$ cat src/rtl/axis_pkg.sv
// Shared AXI-Stream constants used by both the AXIS master and the receiving slave FIFO.
package axis_pkg;
  localparam int unsigned DATA_W = 32;
  localparam int unsigned CNT_W  = 16;
endpackage

$ cat src/rtl/axis_s_fifo_if.sv
// AXI-Stream handshake bundle; the master drives payload and valid, the slave returns ready.
interface axis_s_fifo_if #(
  parameter int unsigned DATA_W = 32
);
  logic              tvalid;
  logic              tready;
  logic [DATA_W-1:0] tdata;
  logic              tlast;

  modport master (output tvalid, output tdata, output tlast, input tready);
  modport slave  (input tvalid, input tdata, input tlast, output tready);
endinterface

$ cat src/rtl/sync_fifo_fwft.sv
// First-word-fall-through FIFO: head entry is visible combinationally while level is non-zero.
module sync_fifo_fwft #(
  parameter int unsigned WIDTH  = 33,
  parameter int unsigned DEPTH  = 4,
  localparam int unsigned ADDR_W = $clog2(DEPTH)
) (
  input  logic              aclk,
  input  logic              areset_n,
  input  logic              push,
  input  logic [WIDTH-1:0]  wr_data,
  input  logic              pop,
  output logic [WIDTH-1:0]  rd_data,
  output logic [ADDR_W:0]   level,
  output logic [ADDR_W:0]   level_next,
  output logic              empty
);
  localparam logic [ADDR_W:0] LevelFull = (ADDR_W + 1)'(DEPTH);

  logic [WIDTH-1:0]  mem [DEPTH];
  logic [ADDR_W-1:0] wr_ptr_q, wr_ptr_d;
  logic [ADDR_W-1:0] rd_ptr_q, rd_ptr_d;
  logic [ADDR_W:0]   level_q, level_d;
  logic              full, do_push, do_pop;

  assign full    = (level_q == LevelFull);
  assign empty   = (level_q == '0);
  assign do_push = push & ~full;
  assign do_pop  = pop & ~empty;

  always_comb begin
    wr_ptr_d = wr_ptr_q;
    rd_ptr_d = rd_ptr_q;
    level_d  = level_q;
    // DEPTH is a power of two, so pointers wrap by natural overflow.
    if (do_push) wr_ptr_d = wr_ptr_q + ADDR_W'(1);
    if (do_pop)  rd_ptr_d = rd_ptr_q + ADDR_W'(1);
    if (do_push && !do_pop) begin
      level_d = level_q + (ADDR_W + 1)'(1);
    end else if (do_pop && !do_push) begin
      level_d = level_q - (ADDR_W + 1)'(1);
    end
  end

  always_ff @(posedge aclk or negedge areset_n) begin
    if (!areset_n) begin
      wr_ptr_q <= '0;
      rd_ptr_q <= '0;
      level_q  <= '0;
    end else begin
      wr_ptr_q <= wr_ptr_d;
      rd_ptr_q <= rd_ptr_d;
      level_q  <= level_d;
    end
  end

  // Storage is deliberately left out of reset.
  always_ff @(posedge aclk) begin
    if (do_push) mem[wr_ptr_q] <= wr_data;
  end

  assign rd_data    = mem[rd_ptr_q];
  assign level      = level_q;
  assign level_next = level_d;
endmodule

$ cat src/rtl/axis_s_fifo.sv
// AXIS slave receiver: buffers beats in a FWFT FIFO and tracks packet completion statistics.
module axis_s_fifo
  import axis_pkg::*;
#(
  parameter int unsigned DATA_W = axis_pkg::DATA_W,
  parameter int unsigned DEPTH  = 4,
  localparam int unsigned ADDR_W = $clog2(DEPTH)
) (
  input  logic              aclk,
  input  logic              areset_n,
  axis_s_fifo_if.slave      axis,
  input  logic              rd_en,
  output logic              rd_valid,
  output logic [DATA_W-1:0] rd_data,
  output logic              rd_last,
  output logic [ADDR_W:0]   level,
  output logic              pkt_done,
  output logic [CNT_W-1:0]  pkt_count,
  output logic [CNT_W-1:0]  pkt_len,
  output logic              err_underflow
);
  localparam logic [ADDR_W:0] LevelFull = (ADDR_W + 1)'(DEPTH);

  logic              tready_q, tready_d;
  logic              pkt_done_q, pkt_done_d;
  logic [CNT_W-1:0]  pkt_count_q, pkt_count_d;
  logic [CNT_W-1:0]  pkt_len_q, pkt_len_d;
  logic [CNT_W-1:0]  beat_cnt_q, beat_cnt_d;
  logic              err_q, err_d;
  logic              push, pop, empty;
  logic [ADDR_W:0]   level_next;

  assign push     = axis.tvalid & tready_q;
  assign rd_valid = ~empty;
  assign pop      = rd_en & rd_valid;

  sync_fifo_fwft #(
    .WIDTH (DATA_W + 1),
    .DEPTH (DEPTH)
  ) u_fifo (
    .aclk       (aclk),
    .areset_n   (areset_n),
    .push       (push),
    .wr_data    ({axis.tlast, axis.tdata}),
    .pop        (pop),
    .rd_data    ({rd_last, rd_data}),
    .level      (level),
    .level_next (level_next),
    .empty      (empty)
  );

  always_comb begin
    tready_d    = (level_next != LevelFull);
    pkt_done_d  = 1'b0;
    pkt_count_d = pkt_count_q;
    pkt_len_d   = pkt_len_q;
    beat_cnt_d  = beat_cnt_q;
    err_d       = err_q | (rd_en & ~rd_valid);
    if (push) begin
      if (axis.tlast) begin
        pkt_len_d   = beat_cnt_q + CNT_W'(1);
        pkt_count_d = pkt_count_q + CNT_W'(1);
        beat_cnt_d  = '0;
        pkt_done_d  = 1'b1;
      end else begin
        beat_cnt_d  = beat_cnt_q + CNT_W'(1);
      end
    end
  end

  always_ff @(posedge aclk or negedge areset_n) begin
    if (!areset_n) begin
      tready_q    <= 1'b0;
      pkt_done_q  <= 1'b0;
      pkt_count_q <= '0;
      pkt_len_q   <= '0;
      beat_cnt_q  <= '0;
      err_q       <= 1'b0;
    end else begin
      tready_q    <= tready_d;
      pkt_done_q  <= pkt_done_d;
      pkt_count_q <= pkt_count_d;
      pkt_len_q   <= pkt_len_d;
      beat_cnt_q  <= beat_cnt_d;
      err_q       <= err_d;
    end
  end

  assign axis.tready   = tready_q;
  assign pkt_done      = pkt_done_q;
  assign pkt_count     = pkt_count_q;
  assign pkt_len       = pkt_len_q;
  assign err_underflow = err_q;
endmodule

$ cat src/flat_wrapper.sv
// flat-port wrapper written by rule: the top's interface ports become plain ports
module axis_s_fifo_flat import axis_pkg::*;
#(
  parameter int unsigned DATA_W = axis_pkg::DATA_W,
  parameter int unsigned DEPTH  = 4,
  localparam int unsigned ADDR_W = $clog2(DEPTH)
)
  (aclk, areset_n, rd_en, rd_valid, rd_data, rd_last, level, pkt_done, pkt_count, pkt_len, err_underflow, axis_tvalid, axis_tdata, axis_tlast, axis_tready);
  axis_s_fifo_if #(.DATA_W(DATA_W)) axis_i ();
  input  logic aclk;
  input  logic areset_n;
  input  logic rd_en;
  output logic rd_valid;
  output logic [DATA_W-1:0] rd_data;
  output logic rd_last;
  output logic [ADDR_W:0] level;
  output logic pkt_done;
  output logic [CNT_W-1:0] pkt_count;
  output logic [CNT_W-1:0] pkt_len;
  output logic err_underflow;
  input wire logic [$bits(axis_i.tvalid)-1:0] axis_tvalid;
  input wire logic [$bits(axis_i.tdata)-1:0] axis_tdata;
  input wire logic [$bits(axis_i.tlast)-1:0] axis_tlast;
  output wire logic [$bits(axis_i.tready)-1:0] axis_tready;
  assign axis_i.tvalid = axis_tvalid;
  assign axis_i.tdata = axis_tdata;
  assign axis_i.tlast = axis_tlast;
  assign axis_tready = axis_i.tready;
  axis_s_fifo #(.DATA_W(DATA_W), .DEPTH(DEPTH)) u_core (.aclk(aclk), .areset_n(areset_n), .axis(axis_i), .rd_en(rd_en), .rd_valid(rd_valid), .rd_data(rd_data), .rd_last(rd_last), .level(level), .pkt_done(pkt_done), .pkt_count(pkt_count), .pkt_len(pkt_len), .err_underflow(err_underflow));
endmodule
$ cat config.mk
export PLATFORM = sky130hd
export DESIGN_NAME = axis_s_fifo_flat
export DESIGN_NICKNAME = d
export VERILOG_FILES = /design/src/rtl/axis_pkg.sv /design/src/rtl/axis_s_fifo_if.sv /design/src/rtl/sync_fifo_fwft.sv /design/src/rtl/axis_s_fifo.sv /design/src/flat_wrapper.sv
export SDC_FILE = /design/constraint.sdc
export NUM_CORES = 1
export LEC_CHECK = 0
export ABC_AREA = 0
export CELL_PAD_IN_SITES_DETAIL_PLACEMENT = 0
export CELL_PAD_IN_SITES_GLOBAL_PLACEMENT = 1
export CORE_ASPECT_RATIO = 0.7
export CORE_MARGIN = 2
export CORE_UTILIZATION = 51
export CTS_BUF_LIST = sky130_fd_sc_hd__clkbuf_4 sky130_fd_sc_hd__clkbuf_8
export DETAILED_ROUTE_END_ITERATION = 10
export PLACE_DENSITY_LB_ADDON = 0.1
export SLEW_MARGIN = 10
export SYNTH_ARGS = -nofsm -noshare
export SYNTH_HDL_FRONTEND = slang
export SYNTH_HIERARCHICAL = 1
export SYNTH_SLANG_ARGS = --single-unit
$ cat constraint.sdc
create_clock -name aclk -period 5 [get_ports aclk]
set_clock_uncertainty 0.15 [all_clocks]
set_input_delay 1.5 -clock aclk [delete_from_list [all_inputs] [get_ports aclk]]
set_output_delay 1.5 -clock aclk [all_outputs]
set_load 0.01 [all_outputs]
==> metrics.csv <==
stage,metric,value,unit
run_status,status,"complete, no violations",
die,dieWidth,152,µm
layout,fin_cells,784,
synth,async_flop_share,30.5,%
clocking,post_cts_buffers,0,
sta,fin_crit_sh,84.8,%
global_routing,grt_max_degree,34,
setup_path,critical_path_depth,3,
synth,synth_cells,464,
layout,fin_util,63.8,%
setup_path,slowest_delay,710,ps
clocking,clk_pin_slew,90,ps
clocking,cts_buffers,17,
sta,max_freq,0.236,GHz
layout,nNetsFinal,625,
setup_path,cp-start-kind,register,
placed_design,port_buffers,108,
setup_path,cp_cell_sequence,buf_4 -> mux4_2 -> clkdlybuf4s50_1,
route,route.detailed.drc,0,
clocking,cts_buffer_depth,2,
synth,synth_edf_count,132,
layout,layout_common_cells,"edfxtp_1, clkdlybuf4s50_1, dfrtp_1",
global_routing,grt_util_all_layers,19.2,%
setup_path,critical-path-top-delay-family,buffers and inverters,
route,dr.first_iter.drc_count,264,
power,p_per_area,493,nW/µm²
synth,syn-num-nets,510,
die,initial_utilization,52.7,%
setup_path,critPathBufInv,2,
setup_path,slowest_stage,dfrtp_2,
die,rows,37,
placed_design,place.gp.congestion,0.779,
setup_path,crit_type,reg -> out,
synth,avgSynthCellArea,16.8,µm²
power,leakage,3.43,nW
route,viasPerCell,5.55,
synth,ys_seq_area_share,69.3,%
route,wire_per_inst,19.0,µm
flow_run,maxCapViolCount,0,
synth,ys_ff_latch,190,
route,wirelength,14900,µm
sta,setup_viol,0,
synth,yosys_warnings,6,
synth,netlist_area,7810,µm²
global_routing,grt_pass1_vias,4516,
sta,slew_headroom,45.5,%
hold_path,hold_depth,1,
global_routing,antenna_found_initial,0,
setup_path,r2r_cells,11,
layout,final_common_cell,edfxtp_1,
route,postRouteAntennaNets,0,
sta,finalMaxSlewViolations,0,
sta,tightestPinTransition,817,ps
route,drt_pre_antenna_iters,4,
hold_path,worstHoldPathType,reg -> reg,
clocking,cts_resized,0,
die,coreArea,14800,µm²
clocking,cts_tree,done,
clocking,cts_hold_buf,0,
sta,final-hold-violation-count,0,
die,ioPinCount,109,
layout,area_growth_syn_to_layout,21.0,%
clocking,htreeDepth,4,
setup_path,critPathRequiredTime,3350,ps
synth,synthFlopType,edfxtp_1,
synth,ys_types,50,
layout,antennaDiodeCount,0,
synth,synth_top_area_cell,edfxtp_1,
sta,hold_ws,313,ps
sta,period_needed,4240,ps
clocking,clk_latency,450,ps
placed_design,place_inst,755,
sta,tns,0,ps
synth,synth_area_leaders,"edfxtp_1, dfrtp_1, mux4_2",
sta,rsz0062_at_grt,false,
die,die-area,16300,µm²
setup_path,critical_path.max_fanout,17,
die,die_h,108,µm
clocking,numClockSinks,190,
layout,drive_gt1_share,14.6,%
clocking,cts-root-buf,clkbuf_8,
route,vias,4351,
synth,synth_top_area_share,50.7,%
setup_path,end_kind,output port,
global_routing,grt_pass1_wl,24000,µm
global_routing,gr-total-overflow,0,
power,vdd_drop_max,0.000274,V
setup_path,arrival,2590,ps
power,power,4.67,mW
placed_design,hpwl,9950,µm
==> synthesized netlist by cell type (2+ instances only) <==
cell type and count:
nor3_1 2, a21o_1 3, nand3_1 14, mux4_2 28
nand2_1 27, xor2_1 14, nor2_1 10, a31oi_1 4
nor4_4 2, edfxtp_1 132, o31ai_1 10, nand2b_1 6
and2_1 6, buf_4 5, mux2i_1 2, inv_1 10
and3_1 4, o21ai_0 29, xnor2_1 19, nand4_1 7
nand4_2 2, buf_12 3, o21ai_1 5, mux4_1 5
buf_2 9, ha_1 9, a41oi_1 4, a21oi_1 3
a22o_1 2, dfrtp_1 58, mux2_2 2, clkbuf_1 6
and4_1 2, and4_4 2, buf_6 3
==> sequential cells by signal, summed over array words and instances (netlist names) <==
| register | cells |
|---|---|
| u_core/pkt_len | 16 |
| u_core/axis.tready | 1 |
| u_core/pkt_done | 1 |
| u_core/u_fifo/level | 3 |
| u_core/pkt_count | 16 |
| u_core/u_fifo/mem | 132 |
| u_core/beat_cnt_q | 16 |
| u_core/err_underflow | 1 |
| u_core/u_fifo/wr_ptr_q | 2 |
| u_core/u_fifo/rd_ptr_q | 2 |
==> routing by layer <==
| metal | GRT usage (%) | share of wire [%] | routed length (µm) |
|---|---|---|---|
| met1 | 27.7 | 48 | 7150 |
| met2 | 29.2 | 46 | 6830 |
| met3 | 4.31 | 4.6 | 690 |
| met4 | 7.21 | 1.3 | 186 |
| met5 | 0 | 0 | 0 |
==> cell type report <==
cell class / instances / area (µm²)
clock buffers: 18 / 241
well taps: 195 / 244
repair buffers: 122 / 1210
multi-input cells: 238 / 2170
clock inverters: 11 / 144
flip-flops and latches: 190 / 5420
fillers: 1048 / 5360
inverters: 10 / 37.5
==> metrics by stage <==
step | setup WS, ps | cell area (µm²)
global placement | 838 | 9070
CTS | 674 | 9460
global route | 589 | 9460
detailed placement | 705 | 9070
floorplan | 1360 | 7810
finish | 759 | 9460
==> final timing paths <==
path	startpoint	endpoint	slack, ps
worst min-delay path	u_core/err_underflow$_DFF_PN0_	u_core/err_underflow$_DFF_PN0_	310
worst max register to register	u_core/u_fifo/level[1]$_DFF_PN0_	u_core/axis.tready$_DFF_PN0_	2150
worst min register to register	u_core/err_underflow$_DFF_PN0_	u_core/err_underflow$_DFF_PN0_	310
min in group asynchronous	areset_n	u_core/pkt_count[15]$_DFFE_PN0P_	960
worst max-delay path	u_core/u_fifo/rd_ptr_q[0]$_DFFE_PN0P_	rd_data[31]	760
max in group asynchronous	areset_n	u_core/u_fifo/rd_ptr_q[0]$_DFFE_PN0P_	2870
==> report_power, final <==
| group | internal (mW) | leakage (nW) | switching, mW | total, mW |
|---|---|---|---|---|
| sequential | 1.98 | 1.98 | 0.185 | 2.16 |
| clock | 0.490 | 0.189 | 0.507 | 0.997 |
| combinational | 0.830 | 1.26 | 0.674 | 1.50 |
==> kinds of logic after synthesis <==
group | count (synthesis) | share of synthesized area (%)
multiplexers | 37 | 10.3
flip-flops | 190 | 69.3
XOR/XNOR | 33 | 3.70
adder cells (fa/ha/maj) | 9 | 1.44
AND/OR/NAND/NOR | 91 | 6.81
buffers and inverters | 36 | 3.03
AO/OA/AOI/OAI | 68 | 5.43
Power figures use the tool's default switching activity.
